File: src/rtl/db_pkg.sv
// Shared types and constants for the debugger core-side sequencer.
package db_pkg;

    typedef enum logic [2:0] {
        CMD_NONE,
        CMD_PAUSE,
        CMD_RESUME,
        CMD_RESET,
        CMD_REG_RD,
        CMD_REG_WR,
        CMD_MEM_RD,
        CMD_MEM_WR
    } cmd_t;

    typedef enum logic [2:0] {
        StIdle,
        StExec,
        StMemWait,
        StHaltWait,
        StRstHold
    } seq_state_t;

    localparam logic [1:0] SIZE_BYTE = 2'b00;
    localparam logic [1:0] SIZE_WORD = 2'b10;

endpackage

File: src/rtl/db_cmd_sequencer_if.sv
// Command bus between mcu_controller (master) and the core-side sequencer (slave).
interface db_cmd_sequencer_if;
    logic        valid;
    logic        pause;
    logic        resume;
    logic        reset;
    logic        reg_rd;
    logic        reg_wr;
    logic        mem_rd;
    logic        mem_wr;
    logic        mem_be;
    logic [31:0] addr;
    logic [31:0] d_in;
    logic        busy;
    logic [31:0] d_rd;
    logic        error;

    modport master (
        output valid, pause, resume, reset, reg_rd, reg_wr, mem_rd, mem_wr, mem_be, addr, d_in,
        input  busy, d_rd, error
    );

    modport slave (
        input  valid, pause, resume, reset, reg_rd, reg_wr, mem_rd, mem_wr, mem_be, addr, d_in,
        output busy, d_rd, error
    );
endinterface

File: src/rtl/db_cmd_decode.sv
// Maps the raw command flags to a single command; zero or several flags is illegal.
module db_cmd_decode
    import db_pkg::*;
(
    input  logic pause_i,
    input  logic resume_i,
    input  logic reset_i,
    input  logic reg_rd_i,
    input  logic reg_wr_i,
    input  logic mem_rd_i,
    input  logic mem_wr_i,
    output cmd_t cmd_o,
    output logic illegal_o
);

    logic [6:0] flags;
    assign flags = {mem_wr_i, mem_rd_i, reg_wr_i, reg_rd_i, reset_i, resume_i, pause_i};

    always_comb begin
        cmd_o     = CMD_NONE;
        illegal_o = 1'b0;
        case (flags)
            7'b000_0001: cmd_o = CMD_PAUSE;
            7'b000_0010: cmd_o = CMD_RESUME;
            7'b000_0100: cmd_o = CMD_RESET;
            7'b000_1000: cmd_o = CMD_REG_RD;
            7'b001_0000: cmd_o = CMD_REG_WR;
            7'b010_0000: cmd_o = CMD_MEM_RD;
            7'b100_0000: cmd_o = CMD_MEM_WR;
            default:     illegal_o = 1'b1;
        endcase
    end

endmodule

File: src/rtl/db_cmd_sequencer.sv
// Runs debugger commands against the core: halt/resume, timed core reset,
// register-file and data-memory accesses.
module db_cmd_sequencer
    import db_pkg::*;
#(
    parameter int unsigned MEM_LAT      = 1,
    parameter int unsigned RST_CYCLES   = 4,
    parameter int unsigned HALT_TIMEOUT = 255
) (
    input  logic                clk,
    input  logic                rst_n,
    db_cmd_sequencer_if.slave   cmd_if,
    input  logic [31:0]         pc_i,
    output logic                core_halt_o,
    input  logic                core_halted_i,
    output logic                core_rst_o,
    output logic [4:0]          rf_addr_o,
    output logic [31:0]         rf_wd_o,
    output logic                rf_we_o,
    input  logic [31:0]         rf_rd_i,
    output logic [31:0]         mem_addr_o,
    output logic [31:0]         mem_wd_o,
    output logic                mem_we_o,
    output logic                mem_re_o,
    output logic [1:0]          mem_size_o,
    input  logic [31:0]         mem_rdata_i
);

    localparam int unsigned CntMax =
        (HALT_TIMEOUT > RST_CYCLES) ? ((HALT_TIMEOUT > MEM_LAT) ? HALT_TIMEOUT : MEM_LAT)
                                    : ((RST_CYCLES > MEM_LAT) ? RST_CYCLES : MEM_LAT);
    localparam int unsigned CntW = $clog2(CntMax + 1);

    seq_state_t        state_q;
    cmd_t              cmd_q;
    logic              bad_q;
    logic              be_q;
    logic              paused_q;
    logic              error_q;
    logic [31:0]       d_rd_q;
    logic [CntW-1:0]   cnt_q;
    logic              core_halt_q;
    logic              core_rst_q;
    logic [4:0]        rf_addr_q;
    logic [31:0]       rf_wd_q;
    logic              rf_we_q;
    logic [31:0]       mem_addr_q;
    logic [31:0]       mem_wd_q;
    logic              mem_we_q;
    logic              mem_re_q;
    logic [1:0]        mem_size_q;

    cmd_t        cmd_d;
    logic        illegal;
    logic        is_reg;
    logic        is_mem;
    logic        bad_d;
    logic [1:0]  size_d;
    logic [31:0] wd_d;

    db_cmd_decode u_decode (
        .pause_i   (cmd_if.pause),
        .resume_i  (cmd_if.resume),
        .reset_i   (cmd_if.reset),
        .reg_rd_i  (cmd_if.reg_rd),
        .reg_wr_i  (cmd_if.reg_wr),
        .mem_rd_i  (cmd_if.mem_rd),
        .mem_wr_i  (cmd_if.mem_wr),
        .cmd_o     (cmd_d),
        .illegal_o (illegal)
    );

    // Checks run on the incoming command so the access strobes can be registered
    // at acceptance and appear in the first EXEC cycle.
    assign is_reg = (cmd_d == CMD_REG_RD) || (cmd_d == CMD_REG_WR);
    assign is_mem = (cmd_d == CMD_MEM_RD) || (cmd_d == CMD_MEM_WR);
    assign bad_d  = illegal
                  | ((is_reg | is_mem) & (~paused_q | ~core_halted_i))
                  | (is_reg & (cmd_if.addr[31:5] != 27'd0))
                  | (is_mem & ~cmd_if.mem_be & (cmd_if.addr[1:0] != 2'b00));
    assign size_d = cmd_if.mem_be ? SIZE_BYTE : SIZE_WORD;
    assign wd_d   = cmd_if.mem_be ? {24'd0, cmd_if.d_in[7:0]} : cmd_if.d_in;

    always_ff @(posedge clk or negedge rst_n) begin
        if (!rst_n) begin
            state_q     <= StIdle;
            cmd_q       <= CMD_NONE;
            bad_q       <= 1'b0;
            be_q        <= 1'b0;
            paused_q    <= 1'b0;
            error_q     <= 1'b0;
            d_rd_q      <= 32'd0;
            cnt_q       <= '0;
            core_halt_q <= 1'b0;
            core_rst_q  <= 1'b0;
            rf_addr_q   <= 5'd0;
            rf_wd_q     <= 32'd0;
            rf_we_q     <= 1'b0;
            mem_addr_q  <= 32'd0;
            mem_wd_q    <= 32'd0;
            mem_we_q    <= 1'b0;
            mem_re_q    <= 1'b0;
            mem_size_q  <= 2'b00;
        end else begin
            unique case (state_q)
                StIdle: begin
                    if (cmd_if.valid) begin
                        cmd_q   <= cmd_d;
                        bad_q   <= bad_d;
                        be_q    <= cmd_if.mem_be;
                        error_q <= 1'b0;
                        state_q <= StExec;
                        if (!bad_d) begin
                            case (cmd_d)
                                CMD_PAUSE: begin
                                    paused_q    <= 1'b1;
                                    core_halt_q <= 1'b1;
                                end
                                CMD_RESUME: begin
                                    paused_q    <= 1'b0;
                                    core_halt_q <= 1'b0;
                                end
                                CMD_RESET:  core_rst_q <= 1'b1;
                                CMD_REG_RD: rf_addr_q  <= cmd_if.addr[4:0];
                                CMD_REG_WR: begin
                                    rf_addr_q <= cmd_if.addr[4:0];
                                    rf_wd_q   <= cmd_if.d_in;
                                    rf_we_q   <= (cmd_if.addr[4:0] != 5'd0);
                                end
                                CMD_MEM_RD: begin
                                    mem_addr_q <= cmd_if.addr;
                                    mem_size_q <= size_d;
                                    mem_re_q   <= 1'b1;
                                end
                                CMD_MEM_WR: begin
                                    mem_addr_q <= cmd_if.addr;
                                    mem_size_q <= size_d;
                                    mem_wd_q   <= wd_d;
                                    mem_we_q   <= 1'b1;
                                end
                                default: ;
                            endcase
                        end
                    end
                end
                StExec: begin
                    rf_we_q  <= 1'b0;
                    mem_we_q <= 1'b0;
                    mem_re_q <= 1'b0;
                    state_q  <= StIdle;
                    if (bad_q) begin
                        error_q <= 1'b1;
                    end else begin
                        case (cmd_q)
                            CMD_PAUSE: begin
                                cnt_q   <= CntW'(HALT_TIMEOUT - 1);
                                state_q <= StHaltWait;
                            end
                            CMD_RESUME: d_rd_q <= 32'd0;
                            CMD_RESET: begin
                                if (RST_CYCLES > 1) begin
                                    cnt_q   <= CntW'(RST_CYCLES - 2);
                                    state_q <= StRstHold;
                                end else begin
                                    core_rst_q <= 1'b0;
                                end
                            end
                            CMD_REG_RD: d_rd_q <= (rf_addr_q == 5'd0) ? 32'd0 : rf_rd_i;
                            CMD_MEM_RD: begin
                                cnt_q   <= CntW'(MEM_LAT - 1);
                                state_q <= StMemWait;
                            end
                            default: ;
                        endcase
                    end
                end
                StMemWait: begin
                    if (cnt_q == '0) begin
                        d_rd_q  <= be_q ? {24'd0, mem_rdata_i[7:0]} : mem_rdata_i;
                        state_q <= StIdle;
                    end else begin
                        cnt_q <= cnt_q - CntW'(1);
                    end
                end
                StHaltWait: begin
                    // Halted is tested first so it beats a coincident timeout.
                    if (core_halted_i) begin
                        d_rd_q  <= pc_i;
                        state_q <= StIdle;
                    end else if (cnt_q == '0) begin
                        error_q     <= 1'b1;
                        paused_q    <= 1'b0;
                        core_halt_q <= 1'b0;
                        state_q     <= StIdle;
                    end else begin
                        cnt_q <= cnt_q - CntW'(1);
                    end
                end
                StRstHold: begin
                    if (cnt_q == '0) begin
                        core_rst_q <= 1'b0;
                        state_q    <= StIdle;
                    end else begin
                        cnt_q <= cnt_q - CntW'(1);
                    end
                end
                default: state_q <= StIdle;
            endcase
        end
    end

    // Combinational so busy rises in the same cycle as valid.
    assign cmd_if.busy  = (state_q != StIdle) | cmd_if.valid;
    assign cmd_if.d_rd  = d_rd_q;
    assign cmd_if.error = error_q;

    assign core_halt_o = core_halt_q;
    assign core_rst_o  = core_rst_q;
    assign rf_addr_o   = rf_addr_q;
    assign rf_wd_o     = rf_wd_q;
    assign rf_we_o     = rf_we_q;
    assign mem_addr_o  = mem_addr_q;
    assign mem_wd_o    = mem_wd_q;
    assign mem_we_o    = mem_we_q;
    assign mem_re_o    = mem_re_q;
    assign mem_size_o  = mem_size_q;

endmodule

File: src/flat_wrapper.sv
// flat-port wrapper written by rule: the top's interface ports become plain ports
module db_cmd_sequencer_flat import db_pkg::*;
#(
    parameter int unsigned MEM_LAT      = 1,
    parameter int unsigned RST_CYCLES   = 4,
    parameter int unsigned HALT_TIMEOUT = 255
)
  (clk, rst_n, pc_i, core_halt_o, core_halted_i, core_rst_o, rf_addr_o, rf_wd_o, rf_we_o, rf_rd_i, mem_addr_o, mem_wd_o, mem_we_o, mem_re_o, mem_size_o, mem_rdata_i, cmd_if_valid, cmd_if_pause, cmd_if_resume, cmd_if_reset, cmd_if_reg_rd, cmd_if_reg_wr, cmd_if_mem_rd, cmd_if_mem_wr, cmd_if_mem_be, cmd_if_addr, cmd_if_d_in, cmd_if_busy, cmd_if_d_rd, cmd_if_error);
  db_cmd_sequencer_if cmd_if_i ();
  input  logic clk;
  input  logic rst_n;
  input  logic [31:0] pc_i;
  output logic core_halt_o;
  input  logic core_halted_i;
  output logic core_rst_o;
  output logic [4:0] rf_addr_o;
  output logic [31:0] rf_wd_o;
  output logic rf_we_o;
  input  logic [31:0] rf_rd_i;
  output logic [31:0] mem_addr_o;
  output logic [31:0] mem_wd_o;
  output logic mem_we_o;
  output logic mem_re_o;
  output logic [1:0] mem_size_o;
  input  logic [31:0] mem_rdata_i;
  input wire logic [$bits(cmd_if_i.valid)-1:0] cmd_if_valid;
  input wire logic [$bits(cmd_if_i.pause)-1:0] cmd_if_pause;
  input wire logic [$bits(cmd_if_i.resume)-1:0] cmd_if_resume;
  input wire logic [$bits(cmd_if_i.reset)-1:0] cmd_if_reset;
  input wire logic [$bits(cmd_if_i.reg_rd)-1:0] cmd_if_reg_rd;
  input wire logic [$bits(cmd_if_i.reg_wr)-1:0] cmd_if_reg_wr;
  input wire logic [$bits(cmd_if_i.mem_rd)-1:0] cmd_if_mem_rd;
  input wire logic [$bits(cmd_if_i.mem_wr)-1:0] cmd_if_mem_wr;
  input wire logic [$bits(cmd_if_i.mem_be)-1:0] cmd_if_mem_be;
  input wire logic [$bits(cmd_if_i.addr)-1:0] cmd_if_addr;
  input wire logic [$bits(cmd_if_i.d_in)-1:0] cmd_if_d_in;
  output wire logic [$bits(cmd_if_i.busy)-1:0] cmd_if_busy;
  output wire logic [$bits(cmd_if_i.d_rd)-1:0] cmd_if_d_rd;
  output wire logic [$bits(cmd_if_i.error)-1:0] cmd_if_error;
  assign cmd_if_i.valid = cmd_if_valid;
  assign cmd_if_i.pause = cmd_if_pause;
  assign cmd_if_i.resume = cmd_if_resume;
  assign cmd_if_i.reset = cmd_if_reset;
  assign cmd_if_i.reg_rd = cmd_if_reg_rd;
  assign cmd_if_i.reg_wr = cmd_if_reg_wr;
  assign cmd_if_i.mem_rd = cmd_if_mem_rd;
  assign cmd_if_i.mem_wr = cmd_if_mem_wr;
  assign cmd_if_i.mem_be = cmd_if_mem_be;
  assign cmd_if_i.addr = cmd_if_addr;
  assign cmd_if_i.d_in = cmd_if_d_in;
  assign cmd_if_busy = cmd_if_i.busy;
  assign cmd_if_d_rd = cmd_if_i.d_rd;
  assign cmd_if_error = cmd_if_i.error;
  db_cmd_sequencer #(.MEM_LAT(MEM_LAT), .RST_CYCLES(RST_CYCLES), .HALT_TIMEOUT(HALT_TIMEOUT)) u_core (.clk(clk), .rst_n(rst_n), .cmd_if(cmd_if_i), .pc_i(pc_i), .core_halt_o(core_halt_o), .core_halted_i(core_halted_i), .core_rst_o(core_rst_o), .rf_addr_o(rf_addr_o), .rf_wd_o(rf_wd_o), .rf_we_o(rf_we_o), .rf_rd_i(rf_rd_i), .mem_addr_o(mem_addr_o), .mem_wd_o(mem_wd_o), .mem_we_o(mem_we_o), .mem_re_o(mem_re_o), .mem_size_o(mem_size_o), .mem_rdata_i(mem_rdata_i));
endmodule
File: config.mk
export PLATFORM = sky130hd
export DESIGN_NAME = db_cmd_sequencer_flat
export DESIGN_NICKNAME = d
export VERILOG_FILES = /design/src/rtl/db_pkg.sv /design/src/rtl/db_cmd_sequencer_if.sv /design/src/rtl/db_cmd_decode.sv /design/src/rtl/db_cmd_sequencer.sv /design/src/flat_wrapper.sv
export SDC_FILE = /design/constraint.sdc
export NUM_CORES = 1
export LEC_CHECK = 0
export CAP_MARGIN = 20
export CORE_UTILIZATION = 35
export DETAILED_ROUTE_END_ITERATION = 10
export GPL_TIMING_DRIVEN = 0
export PLACE_DENSITY = 0.69
export SLEW_MARGIN = 10
export SYNTH_ARGS = -nofsm -noshare
export SYNTH_HDL_FRONTEND = slang
export SYNTH_SLANG_ARGS = --single-unit
export TNS_END_PERCENT = 30
File: constraint.sdc
create_clock -name clk -period 6.15 [get_ports clk]
set_input_delay 1.23 -clock clk [delete_from_list [all_inputs] [get_ports clk]]
set_output_delay 1.23 -clock clk [all_outputs]
set_load 0.005 [all_outputs]
==> implementation parameters, run 1 <==
Parameter                              Value

Status
  Outcome ... finished clean

Drt
  Post-detailed-route DRC marker count ... 0
  Detailed-route via count ... 6326
  Ratio of routed vias to standard cells ... 5.06
  DRT Wirelength ... 22700 um
  Number of routed nets with antenna violations ... 0
  Final routed wire length divided by cell count ... 18.2 um
  Detailed Routing Iterations Pass 1 ... 6
  1st-iter DRT viols ... 423

Setup path
  CP Launch Point ... cmd_if_valid
  Crit path arrival time ... 2500 ps
  Data required time at the worst endpoint ... 4920 ps
  RR Endpoint ... u_core.cmd_if.d_rd[2]
  Class of the most critical setup path ... in2out
  Highest fanout seen on the critical path ... 6
  Startpoint Class ... primary input
  RR Startpoint ... u_core.state_q[2]
  R2R Setup Slk ... 3380 ps
  Depth of the worst register-to-register path ... 6
  Crit. End Element ... output port

Synthesis
  Number of synthesized flops with an enable pin ... 0
  Most frequently used cell type in the post-synthesis netlist ... dfrtp_1
  Number of synthesized register bits ... 156
  Proportion of netlist area held by the largest area contributor ... 0.548
  Post-Synthesis Net Count ... 815
  Sequential fraction of the synthesis area ... 0.548
  Mapped Area ... 7130 um2
  Total number of yosys warnings ... 0
  Post-Synthesis Cells ... 642
  Netlist cell types ... 56
  Largest area contributor in the netlist ... dfrtp_1
  Leading cell types by total area after synthesis ... dfrtp_1 (55%), mux2_2 (10%), a21oi_1 (4.1%)
  Ys async rst share ... 1.00
  Prevailing post-synth register cell ... dfrtp_1
  Mean cell area of the mapped netlist ... 11.1 um2
  Most numerous cell types in the synthesized netlist ... dfrtp_1 (156), mux2_2 (65), a21oi_1 (58), nor2_1 (58), nand2_1 (41)

Clock tree
  Number of buffers on the longest clock path ... 2
  Number of hold buffers added after CTS ... 0
  Resize count post-CTS ... 0
  Root Buffer Master ... clkbuf_16
  Number of H-tree levels ... 4
  Clock Latency Late Sink ... 420 ps
  Clock transition at the registers of the reported paths ... 70 ps
  Total clock buffers created by CTS ... 17
  Post-CTS Repair Setup Buffers ... 0
  TritonCTS clock tree ... done
  Count of clock tree sinks ... 156

Floorplanning
  Die Area ... 20900 um2
  Die X-Extent ... 145 um
  Site Rows ... 51
  Starting utilization of the core area ... 0.361
  Boundary pin count ... 314
  Area of the core ... 19700 um2
  Height of the die ... 145 um

Timing
  Number of hold violations in the final report ... 0
  Worst setup margin ... 2420 ps
  Least-Margin Pin Slew ... 1130 ps
  Setup clock skew after layout ... 12.2 ps
  Min cycle time layout ... 3730 ps
  Setup-failing EPs final ... 0
  Relative max-transition margin ... 0.239
  Final worst path period share ... 0.606
  Timing-limited maximum frequency ... 268 MHz
  Final Max Slew Viols ... 0
  Setup repair after global routing missed its margin ... no

Power and ir drop
  Worst vdd rail ir drop ... 0.000183 V
  Power per standard cell area ... 206 nW/um2
  Static leakage power ... 4.89 nW

Final layout
  Fraction of final layout cells sized beyond drive strength 1 ... 0.138
  Number of nets in the finished design ... 1144
  Fill cell instance count of the final layout ... 1725
  Area of combinational cells with multiple inputs ... 2990 um2
  Core Util, Final ... 0.567
  Sequential cell area ... 3900 um2
  Area growth from synthesis to layout ... 56.9%

Placement
  Final RePlAce weighted congestion ... 0.846
  Pre-CTS WS ... 1960 ps
  HPWL reported at the end of detailed placement ... 17500 um
  Port Buf Inserts ... 309

GRT
  Pin count of the biggest net entering global routing ... 81
  Overall global routing resource usage ... 0.219
  Via count of the first global-routing pass ... 6241
  GRT Residual Overflow ... 0
  Wire length of the first global-routing pass ... 34400 um
  Initial antenna violation count ... 2

Min path
  Startpoint of the lowest-slack hold path ... u_core.mem_wd_o[19]
  Endpoint with the worst hold slack ... u_core.mem_wd_o[19]
  Cell depth of the worst hold path ... 2
  Worst hold path class ... reg2reg

Run
  Max Cap Violations ... 0
## placed cells by master, fill, tap and decap left out, types with 3 or more instances in the layout
master           count
nor4b_1              5
xor2_1               3
buf_4                3
clkdlybuf4s50_1    308
nor3_1              11
a21oi_1             58
buf_1                3
buf_2               17
nand2_1             41
mux2_1               7
mux2_2              65
xnor2_1              4
clkbuf_16           17
inv_1                6
or4_1                4
dfrtp_1            156
nor4_1              10
nor2b_1              3
a31oi_1              6
or3_1                3
inv_6                4
mux2i_1              8
o21ai_0             23
nand2b_1            30
nand4_1              3
a211oi_1             3
mux2_4               8
clkbuf_1            21
a222oi_1            24
clkinvlp_4           4
nand3_1              3
nor2_1              58
o21ai_1             25
## how the worst max path moves through the flow
| stage | endpoint | cells past startpoint |
|---|---|---|
| finish | cmd_if_busy | 3 |
| CTS | u_core.rf_wd_o[4] | 8 |
| floorplan | u_core.rf_wd_o[16] | 7 |
| detailed placement | u_core.rf_wd_o[4] | 8 |
| global placement | u_core.cmd_if.d_rd[7] | 1 |
| global route | u_core.rf_wd_o[4] | 8 |
## report_power, final
group	leakage (nW)	internal [W]	switching [W]
sequential	2.13	0.00103	0.00000184
combinational	2.49	0.000122	0.0000759
clock	0.280	0.000618	0.000456
## stage by stage
step | cells | hold slack [ps] | setup TNS, ps | instance area (um2) | power (W)
6_report | 1250 | 483 | 0 | 11200 | 0.00230
3_3_place_gp | 1216 | 466 | -423160 | 10600 | 0.00125
3_5_place_dp | 1217 | 477 | 0 | 10600 | 0.00125
4_1_cts | 1248 | 492 | 0 | 11200 | 0.00233
5_1_grt | 1250 | 515 | 0 | 11200 | 0.00238
2_1_floorplan | 642 | 473 | 0 | 7130 | 0.00109
## state kept, by name, indices dropped and copies added (netlist names)
signal,cells
u_core.mem_wd_o,32
u_core.core_halt_o,1
u_core.be_q,1
u_core.mem_re_o,1
u_core.rf_we_o,1
u_core.rf_addr_o,5
u_core.mem_addr_o,32
u_core.cmd_if.d_rd,32
u_core.cmd_if.error,1
u_core.cnt_q,8
u_core.mem_we_o,1
u_core.core_rst_o,1
u_core.rf_wd_o,32
u_core.state_q,3
u_core.cmd_q,3
u_core.bad_q,1
u_core.mem_size_o,1
## critical path, cell delays in order
cell	delay [ps]
clkdlybuf4s50_1	580
nand2b_1	140
clkdlybuf4s50_1	540
## final cells by class
class                   instances  share of cell area
flip-flops and latches        156               0.349
repair buffers                310               0.279
multi-input cells             434               0.267
clock buffers                  18              0.0393
well taps                     265              0.0296
plain buffers                  45              0.0187
clock inverters                13              0.0140
inverters                       7             0.00235
diodes                          2            0.000448
## logic make-up after synthesis
logic type | Yosys count | synth area share
flip-flops | 156 | 0.548
XOR/XNOR | 7 | 0.00860
adder cells (fa/ha/maj) | 1 | 0.00176
buffers and inverters | 52 | 0.0330
AO/OA/AOI/OAI | 154 | 0.137
AND/OR/NAND/NOR | 183 | 0.130
multiplexers | 88 | 0.142
other | 1 | 0.000526
## per-layer routing
metal  share of wire  track usage  vias to the layer above  wire length (um)
met5               0            0                        -                 0
met3           0.083       0.0658                       20              1870
met4           0.014       0.0787                        0               323
met1            0.42        0.266                     3042              9490
met2            0.48        0.366                      276             11000
li1                -            -                     2988                 -
Note: power is estimated with default switching activity, not from simulation.
==> inputs of run 2 (changes only) <==
==> constraint.sdc (replaced) <==
create_clock -name clk -period 3.7 [get_ports clk]
set_input_delay 0.74 -clock clk [delete_from_list [all_inputs] [get_ports clk]]
set_output_delay 0.74 -clock clk [all_outputs]
set_load 0.005 [all_outputs]
==> results of run 2 <==
Same layout as run 1 (identical final DEF). Status: finished clean.
Main changes from that run: setup slack after placement 1960 ps -> -4.23 ps; setup slack after layout 2420 ps -> 490 ps; hold slack 483 ps -> 278 ps; start point of the critical path cmd_if_valid -> cmd_if_reset; end point of the critical path cmd_if_busy -> u_core.rf_wd_o[4]; register-to-register setup slack 3380 ps -> 930 ps; total power 0.00230 W -> 0.00383 W; worst IR drop on VDD 0.000183 V -> 0.000305 V
